--- config.mk ---
export PLATFORM = sky130hd
export DESIGN_NAME = band_mix_accum
export DESIGN_NICKNAME = d
export VERILOG_FILES = /design/src/rtl/band_mix_accum.sv
export SDC_FILE = /design/constraint.sdc
export NUM_CORES = 1
export LEC_CHECK = 0
export BUFFER_PORTS_ARGS = -buffer_cell sky130_fd_sc_hd__buf_2
export CAP_MARGIN = 20
export CORE_UTILIZATION = 35
export DETAILED_ROUTE_END_ITERATION = 16
export PLACE_DENSITY = 0.61
export SETUP_SLACK_MARGIN = 0.02
export SYNTH_ARGS = -nofsm -noshare
export SYNTH_HDL_FRONTEND = slang
export SYNTH_SLANG_ARGS = --single-unit
export TNS_END_PERCENT = 1
--- constraint.sdc ---
create_clock -name clk -period 10.63 [get_ports clk]
set_input_delay 2.126 -clock clk [delete_from_list [all_inputs] [get_ports clk]]
set_output_delay 2.126 -clock clk [all_outputs]
set_load 0.005 [all_outputs]
--- src/rtl/band_mix_accum.sv ---
// rtl/band_mix_accum.sv - per-band gain mixer with time-shared MAC and 16-bit saturation
//
// Purpose: gathers one signed sample per band per frame, multiplies each enabled
// band by its unsigned gain (GAIN_FRAC fractional bits) through one shared
// multiplier, sums, shifts the fraction out, clamps to DATA_W and strobes out.
//
// Ports:
//   clk, rst      clock; asynchronous active-high reset
//   band_data     packed signed samples, band i at [i*DATA_W +: DATA_W]
//   band_valid    per-band one-cycle sample strobe
//   band_en       per-band participation mask
//   band_gain     packed unsigned gains, band i at [i*GAIN_W +: GAIN_W]
//   clip_clr      (BAND_MIX_CLIP_FLAG_EN only) synchronous clear of clip_sticky
//   clip_sticky   (BAND_MIX_CLIP_FLAG_EN only) set whenever the clamp altered a result
//   mix_out       registered saturated mix
//   mix_valid     one-cycle strobe, mix_out updated
//
// Optional feature macro: BAND_MIX_CLIP_FLAG_EN
`timescale 1ns/1ps

module band_mix_accum #(
  parameter int NUM_BANDS = 4,
  parameter int DATA_W    = 16,
  parameter int GAIN_W    = 8,
  parameter int GAIN_FRAC = 6
) (
  input  logic                          clk,
  input  logic                          rst,
  input  logic [NUM_BANDS*DATA_W-1:0]   band_data,
  input  logic [NUM_BANDS-1:0]          band_valid,
  input  logic [NUM_BANDS-1:0]          band_en,
  input  logic [NUM_BANDS*GAIN_W-1:0]   band_gain,
`ifdef BAND_MIX_CLIP_FLAG_EN
  input  logic                          clip_clr,
  output logic                          clip_sticky,
`endif
  output logic [DATA_W-1:0]             mix_out,
  output logic                          mix_valid
);

  localparam int PROD_W = DATA_W + GAIN_W + 1;
  localparam int ACC_W  = PROD_W + $clog2(NUM_BANDS);
  localparam int IDX_W  = (NUM_BANDS > 1) ? $clog2(NUM_BANDS) : 1;
  localparam logic signed [ACC_W-1:0] SAT_MAX = ACC_W'(2**(DATA_W-1) - 1);
  localparam logic signed [ACC_W-1:0] SAT_MIN = ~SAT_MAX;

  typedef enum logic [1:0] {S_IDLE, S_MAC, S_SAT} state_t;

  state_t                    r_state;
  state_t                    w_state_nxt;
  logic [DATA_W-1:0]         r_cap   [NUM_BANDS];
  logic [DATA_W-1:0]         r_work  [NUM_BANDS];
  logic [GAIN_W-1:0]         r_gain_snap [NUM_BANDS];
  logic [NUM_BANDS-1:0]      r_pend;
  logic [NUM_BANDS-1:0]      w_pend_nxt;
  logic signed [ACC_W-1:0]   r_acc;
  logic [IDX_W-1:0]          r_idx;
  logic [DATA_W-1:0]         r_mix_out;
  logic                      r_mix_valid;

  logic                      w_frame_done;
  logic                      w_last;
  logic signed [DATA_W-1:0]  w_sample;
  logic signed [GAIN_W:0]    w_gain_s;
  logic signed [PROD_W-1:0]  w_prod;
  logic signed [ACC_W-1:0]   w_shift;
  logic                      w_hi;
  logic                      w_lo;
  logic [DATA_W-1:0]         w_sat;

  // Every enabled band has delivered, and at least one band is enabled.
  assign w_frame_done = (&(r_pend | ~band_en)) && (|(r_pend & band_en));
  assign w_last       = (r_idx == IDX_W'(NUM_BANDS - 1));

  // Gain is zero-extended by one bit so the multiply stays signed.
  assign w_sample = r_work[r_idx];
  assign w_gain_s = {1'b0, r_gain_snap[r_idx]};
  assign w_prod   = PROD_W'(w_sample) * PROD_W'(w_gain_s);

  assign w_shift = r_acc >>> GAIN_FRAC;
  assign w_hi    = (w_shift > SAT_MAX);
  assign w_lo    = (w_shift < SAT_MIN);
  assign w_sat   = w_hi ? SAT_MAX[DATA_W-1:0] :
                   w_lo ? SAT_MIN[DATA_W-1:0] : w_shift[DATA_W-1:0];

  // Consumed pend bits clear on frame launch, but a strobe on the same edge wins.
  always_comb begin
    w_pend_nxt = r_pend;
    if (r_state == S_IDLE && w_frame_done)
      w_pend_nxt = '0;
    w_pend_nxt = w_pend_nxt | band_valid;
  end

  always_ff @(posedge clk or posedge rst) begin
    if (rst) begin
      r_pend <= '0;
      for (int i = 0; i < NUM_BANDS; i++) r_cap[i] <= '0;
    end else begin
      r_pend <= w_pend_nxt;
      for (int i = 0; i < NUM_BANDS; i++)
        if (band_valid[i]) r_cap[i] <= band_data[i*DATA_W +: DATA_W];
    end
  end

  always_ff @(posedge clk or posedge rst) begin
    if (rst) r_state <= S_IDLE;
    else     r_state <= w_state_nxt;
  end

  always_comb begin
    w_state_nxt = r_state;
    case (r_state)
      S_IDLE:  if (w_frame_done) w_state_nxt = S_MAC;
      S_MAC:   if (w_last)       w_state_nxt = S_SAT;
      S_SAT:                     w_state_nxt = S_IDLE;
      default:                   w_state_nxt = S_IDLE;
    endcase
  end

  always_ff @(posedge clk or posedge rst) begin
    if (rst) begin
      r_acc       <= '0;
      r_idx       <= '0;
      r_mix_out   <= '0;
      r_mix_valid <= 1'b0;
      for (int i = 0; i < NUM_BANDS; i++) begin
        r_work[i]      <= '0;
        r_gain_snap[i] <= '0;
      end
    end else begin
      r_mix_valid <= 1'b0;
      case (r_state)
        S_IDLE: begin
          if (w_frame_done) begin
            r_work <= r_cap;
            for (int i = 0; i < NUM_BANDS; i++)
              r_gain_snap[i] <= band_gain[i*GAIN_W +: GAIN_W];
            r_acc <= '0;
            r_idx <= '0;
          end
        end
        S_MAC: begin
          // Enable is sampled live; a band disabled now contributes nothing.
          if (band_en[r_idx]) r_acc <= r_acc + ACC_W'(w_prod);
          r_idx <= r_idx + IDX_W'(1);
        end
        S_SAT: begin
          r_mix_out   <= w_sat;
          r_mix_valid <= 1'b1;
        end
        default: ;
      endcase
    end
  end

  assign mix_out   = r_mix_out;
  assign mix_valid = r_mix_valid;

`ifdef BAND_MIX_CLIP_FLAG_EN
  logic r_clip_sticky;

  always_ff @(posedge clk or posedge rst) begin
    if (rst)                                   r_clip_sticky <= 1'b0;
    else if (r_state == S_SAT && (w_hi || w_lo)) r_clip_sticky <= 1'b1;
    else if (clip_clr)                         r_clip_sticky <= 1'b0;
  end

  assign clip_sticky = r_clip_sticky;
`endif

endmodule

==> results of run 1 <==
## metrics by stage
stage	std cells	utilization (%)	cell area (um^2)	setup WS [ns]	hold slack, ns
after floorplan	1474	-	14460	2.710	0.4348
after global placement	2067	38.01	15520	3.952	0.4510
after detailed placement	2067	38.01	15520	3.858	0.4522
after CTS	2112	40.05	16350	3.841	0.4669
after global routing	2116	40.22	16420	3.475	0.4878
final	2116	40.22	16420	3.883	0.4601
## how the worst min path moves through the flow
stage                          from         end  slack, ns
after floorplan            r_cap[0]   r_work[0]       0.43
after global placement    r_cap[31]  r_work[31]       0.45
after detailed placement  r_cap[10]  r_work[10]       0.45
after CTS                 r_cap[10]  r_work[10]       0.47
after global routing      r_pend[1]   r_pend[1]       0.49
final                     r_cap[56]  r_work[56]       0.46
## registers in the layout, indices dropped and copies added, names as in the netlist
register	cells
r_cap	64
r_work	64
r_gain_snap	32
r_acc	27
mix_out	16
r_pend	4
r_idx	2
r_state	2
mix_valid	1
## synthesized netlist by cell type, drive strengths merged, types with 9 or more instances
cell    instances
nand2         389
dfrtp         212
inv           186
fa            127
and2           77
mux2           65
ha             60
clkbuf         50
o21ai          45
a21oi          40
nand3          30
mux4           25
nor2           19
buf            17
and3           12
a21o            9
nor3            9
## critical path: cells and delay by family, from the launching register on
kind                       cells  cell delay [ns]
AOI/OAI and AO/OA              4             0.96
adders and majority gates      6             3.05
buffers and inverters          3             0.15
DFF                            1             0.94
muxes                          2             1.16
and+or+nand+nor                2             0.31
## area by class of cell
| type | instances | share of cell area, % |
|---|---|---|
| clock buffer | 38 | 4.411 |
| clock inverter | 7 | 0.6552 |
| inverter | 186 | 4.297 |
| multi-input combinational | 1009 | 49.86 |
| sequential | 212 | 32.31 |
| tap | 532 | 4.053 |
| timing repair buffer | 132 | 4.419 |
## cells by family (layout without fill, tap and decap cells)
group / after synthesis / count (layout)
flops: 212 / 212
fa+ha+maj: 187 / 187
xor+xnor: 11 / 11
mux: 92 / 92
simple gates: 568 / 568
compound gates: 151 / 151
buf+inv: 253 / 363
## routing by layer
layer  vias up  part of all wire [%]  GRT usage (%)
met2       178                    46          28.05
met5         -                     0              0
met4         0                   2.3          4.577
li1       4924                     -              -
met1      5141                    48          24.21
met3        50                   3.6          2.281
==> results.cfg, run 1 <==
[outcome]
status = complete, no violations

[routing]
antenna_left = 0
wire_per_inst_um = 16.42
drcViolationCount = 0
dr.pass1.iters = 5
first_iter_violations = 637
vias_per_cell = 4.864
vias = 10290
totalWireLength_um = 34740

[critical_path]
startpoint = r_idx[0]
worst_ep_arrival_time_ns = 7.19
crit_chain = mux4_2, nand2_1, fa_1, fa_1, inv_1, fa_1, fa_1, inv_1, fa_1, inv_1, ha_1, a21oi_1, o21a_1, nand3_1, o31ai_1, mux2_2, o311ai_0
slowest_delay_ns = 0.94
rr_worst_depth = 17
crit_end = r_acc[26]
cp-start-kind = flop
critPathCaptureType = flop
crit_slowest_cell = dfrtp_2
critical_path.max_fanout = 28
timing.rr.end = r_acc[26]
ff2ff_setup_slack_ns = 3.88
critPathKind = reg -> reg
crit_required_ns = 11.07
reg2reg_from = r_idx[0]
cp_common_cell = fa_1

[timing]
skew_ns = 0.02049
post-route-period-util_pct = 63.47
finalSetupTns_ns = 0
rsz0062_at_grt = false
finalHoldViolCount = 0
setup_violations = 0
slew_violations = 0
maxSlewHeadroom_pct = 35.25
fmax_ghz = 0.1482
min_period_ns = 6.747
tightest_slew_ns = 0.9712

[floorplan]
die_area_mm2 = 0.04213
pin_count = 123
die_x_um = 205.3
start_util_pct = 35.41
row_count = 74
fp.coreArea_mm2 = 0.04083
die_h_um = 205.3

[run]
drv_cap = 0

[synthesis]
ys_ff_latch = 212
syn_avg_cell_area_um2 = 9.809
synth_xor_area_share_pct = 0.6663
synth_top_family_by_area = adder cells
synth.largest_area_cell = dfrtp_1
synth_top_cell_area_share_pct = 36.69
syn_area_mm2 = 0.01446
ys_seq_area_share_pct = 36.69
yosys.area_share.simple_pct = 17.40
ys_types = 60
synthCells = 1474
synth_ff_type = dfrtp_1
yosys_warnings = 0
synth_mux_area_share_pct = 9.095
synth_adder_area_share_pct = 22.78
synth_nets = 1767
synth_compound_area_share_pct = 6.672
async_flop_share_pct = 100.0
synth-edff-count = 0
yosys-top-cells-area = dfrtp_1 (37%), fa_1 (18%), nand2_1 (10%)

[clocking]
cts-root-buf = clkbuf_16
insertion_delay_ns = 0.56
clk_pin_slew_worst_paths_ns = 0.07
cts_max_level = 1
clock_sinks = 212
cts.hold.buffers_added = 0
cts_tree = built
clock_path_buffers = 3
cts_buffers = 25
postCtsSetupRepairBufs = 0
cts-resized-gates = 0

[hold_path]
holdPathStages = 2
hold_class = reg -> reg

[global_routing]
grt_start_max_net_pins = 144
first_global_vias = 10720
grt_pass1_wl_um = 57570
overflow = 0
grtUsageTotal_pct = 17.25
antenna_found_initial = 0

[cells_and_area]
nFillCells = 4082
layout.nets = 1859
final_common_cell = nand2_1
drive_above_1_share_pct = 16.86
seqCellArea_mm2 = 0.005306
multi_input_area_mm2 = 0.008188
insertedDiodeCount = 0
most-common-layout-cells = nand2_1 (389), dfrtp_1 (211), inv_1 (185)
syn2layout_area_growth_pct = 13.59

[placed_design]
portBuffers = 122
gp_congestion = 0.8400
dp_hpwl_um = 26490
Power of run 1 is left out: the tool's default activity adds up to more than one toggle a clock period on the data nets, which glitch-free logic cannot reach.
==> inputs of run 2 (changes only) <==
--- a/config.mk
+++ b/config.mk
@@ -5,6 +5,7 @@
 export SDC_FILE = /design/constraint.sdc
 export NUM_CORES = 1
 export LEC_CHECK = 0
+export ABC_AREA = 1
 export BUFFER_PORTS_ARGS = -buffer_cell sky130_fd_sc_hd__buf_2
 export CAP_MARGIN = 20
 export CORE_UTILIZATION = 35
==> constraint.sdc (replaced) <==
create_clock -name clk -period 7 [get_ports clk]
set_input_delay 1.4 -clock clk [delete_from_list [all_inputs] [get_ports clk]]
set_output_delay 1.4 -clock clk [all_outputs]
set_load 0.005 [all_outputs]
==> run 2 against run 1 <==
  * Wire length rose by 7.1%
  * Register-to-register slack got worse by 3.4 ns
  * Clock skew fell by 0.010 ns
  * Sequential cell count did not move
  * Non-clock buffer count rose by 1
  * Final cell count rose by 18%
  * Design area rose by 2.3%
  * Area after synthesis rose by 3.6%
  * First-iteration DRC count rose by 24%
  * Largest cell class unchanged
==> results.cfg, run 2 <==
[global_routing]
grt_start_max_net_pins = 162
overflow = 0
grtUsageTotal_pct = 17.83
first_global_vias = 12210
antenna_found_initial = 0
grt_pass1_wl_um = 62270

[synthesis]
syn_avg_cell_area_um2 = 8.117
yosys-top-cells-area = dfrtp_1 (35%), fa_1 (17%), nand2_1 (13%)
synth_compound_area_share_pct = 10.88
synth-edff-count = 0
async_flop_share_pct = 100.0
ys_types = 37
synth.largest_area_cell = dfrtp_1
ys_ff_latch = 212
synth_ff_type = dfrtp_1
synth_common_cells = nand2_1 (527), inv_1 (354), dfrtp_1 (212), o21ai_0 (155), nor2_1 (143)
synth_nets = 2139
synth_xor_area_share_pct = 0.2923
synthCells = 1846
synth_mux_area_share_pct = 0
synth_top_family_by_area = adder cells
synth_adder_area_share_pct = 21.98
syn_area_mm2 = 0.01498
synth_top_cell_area_share_pct = 35.40
ys_seq_area_share_pct = 35.40
yosys_warnings = 0
synth_most_common_cell = nand2_1
yosys.area_share.simple_pct = 19.16

[floorplan]
die_area_mm2 = 0.04364
die_x_um = 208.9
row_count = 75
fp.coreArea_mm2 = 0.04204
start_util_pct = 35.64
pin_count = 123
die_h_um = 208.9

[critical_path]
critPathCaptureType = flop
crit_required_ns = 7.40
cp-start-kind = flop
critPathKind = reg -> reg
worst_ep_arrival_time_ns = 6.90
crit_chain = buf_4, nand2_1, a32oi_2, inv_2, nor2_2, inv_1, fa_1, fa_1, inv_1, fa_1, fa_1, inv_1, fa_1, inv_1, ha_1, nand2_1, nor2_1, nand2_1, nor2_1, nand2_1, nand3_1, nand2_1, nand3_1, o21ai_0
critical_path.max_fanout = 32
slowest_delay_ns = 0.84
crit_slowest_cell = dfrtp_1

[timing]
finalHoldViolCount = 0
setup_ws_ns = 0.5015
finalSetupTns_ns = 0
post-route-period-util_pct = 92.84
tightest_slew_ns = 1.071
maxSlewHeadroom_pct = 28.61
fmax_ghz = 0.1539
slew_violations = 0
setup_violations = 0
min_period_ns = 6.498
rsz0062_at_grt = false
skew_ns = 0.01033

[clocking]
clock_sinks = 212
cts_max_level = 1
clock_path_buffers = 3
cts-root-buf = clkbuf_16
postCtsSetupRepairBufs = 0
insertion_delay_ns = 0.54
cts.hold.buffers_added = 0
cts_buffers = 24
clk_pin_slew_worst_paths_ns = 0.06
cts-resized-gates = 0
cts_tree = built

[routing]
first_iter_violations = 793
vias_per_cell = 4.705
wire_per_inst_um = 14.93
totalWireLength_um = 37210
drcViolationCount = 0
antenna_left = 0
dr.pass1.iters = 6
vias = 11730

[cells_and_area]
fin_area_mm2 = 0.01680
most-common-layout-cells = nand2_1 (527), inv_1 (353), dfrtp_1 (212)
final_common_cell = nand2_1
reg_top3 = r_cap: 64 flops, r_work: 64 flops, r_gain_snap: 32 flops
final_util_pct = 39.97
insertedDiodeCount = 0
drive_above_1_share_pct = 11.57
layout.nets = 2233
syn2layout_area_growth_pct = 12.15

[placed_design]
dp_slack_ns = 0.5846
gp_congestion = 0.9331
dp_hpwl_um = 29340
portBuffers = 122
postPlaceCellArea_mm2 = 0.01596

[outcome]
status = complete, no violations

[hold_path]
hold_class = reg -> reg

[run]
drv_cap = 0
-- run 2: cell types whose count changed after synthesis, sizes merged, moves of 32 or more --
cell,previous run,this run
mux2,65,0
and2,77,1
nand2,389,529
nor2,19,146
clkbuf,50,18
o21ai,45,168
inv,186,376
-- run 2: path summary, 6_finish.rpt --
check	start	cells after the start	slack (ns)	to
worst max-delay path	r_idx[0]	24	0.50	r_acc[20]
worst min-delay path	r_work[52]	2	0.49	r_work[52]
worst max register to register	r_idx[0]	24	0.50	r_acc[20]
worst min register to register	r_work[52]	2	0.49	r_work[52]
max in group asynchronous	rst	4	4.62	mix_out[1]
min in group asynchronous	rst	3	1.04	r_cap[55]
-- run 2: kinds of logic (layout without fill, tap and decap cells) --
group | after synthesis | in the layout
xor gates and xnor gates | 5 | 5
and+or+nand+nor | 736 | 736
adders and majority gates | 187 | 187
DFF | 212 | 212
buffers and inverters | 441 | 549
AOI/OAI and AO/OA | 265 | 265
-- run 2: per-layer routing --
metal  part of all wire, %  wire [um]  up-vias  track usage (%)
met3                   3.9       1455       59            1.924
li1                      -          -     5785                -
met5                     0          0        -                0
met4                   2.6        970        0            4.817
met2                    48      17760      276            30.62
met1                    46      17030     5609            23.86
-- run 2: stage by stage --
stage	hold slack [ns]	instances
after floorplan	0.4436	1846
after global placement	0.4655	2452
after detailed placement	0.4654	2453
after CTS	0.4874	2493
after global routing	0.5018	2493
final	0.4851	2493
-- run 2: critical path, delay by kind of cell, from the launching register on --
family | cells | cell delay (ns)
AOI/OAI and AO/OA | 2 | 0.39
adders and majority gates | 6 | 3.08
buffers and inverters | 6 | 0.82
DFF | 1 | 0.84
and+or+nand+nor | 10 | 1.25
-- run 2: layout make-up --
class                      instances  area (um^2)
clock inverter                     8        167.7
sequential                       212         5305
tap                              539        674.4
fill                            4311        25240
inverter                         376         1415
clock buffer                      32        680.7
timing repair buffer             133        718.2
multi-input combinational       1193         7844
Power of run 2 is left out for the same reason.
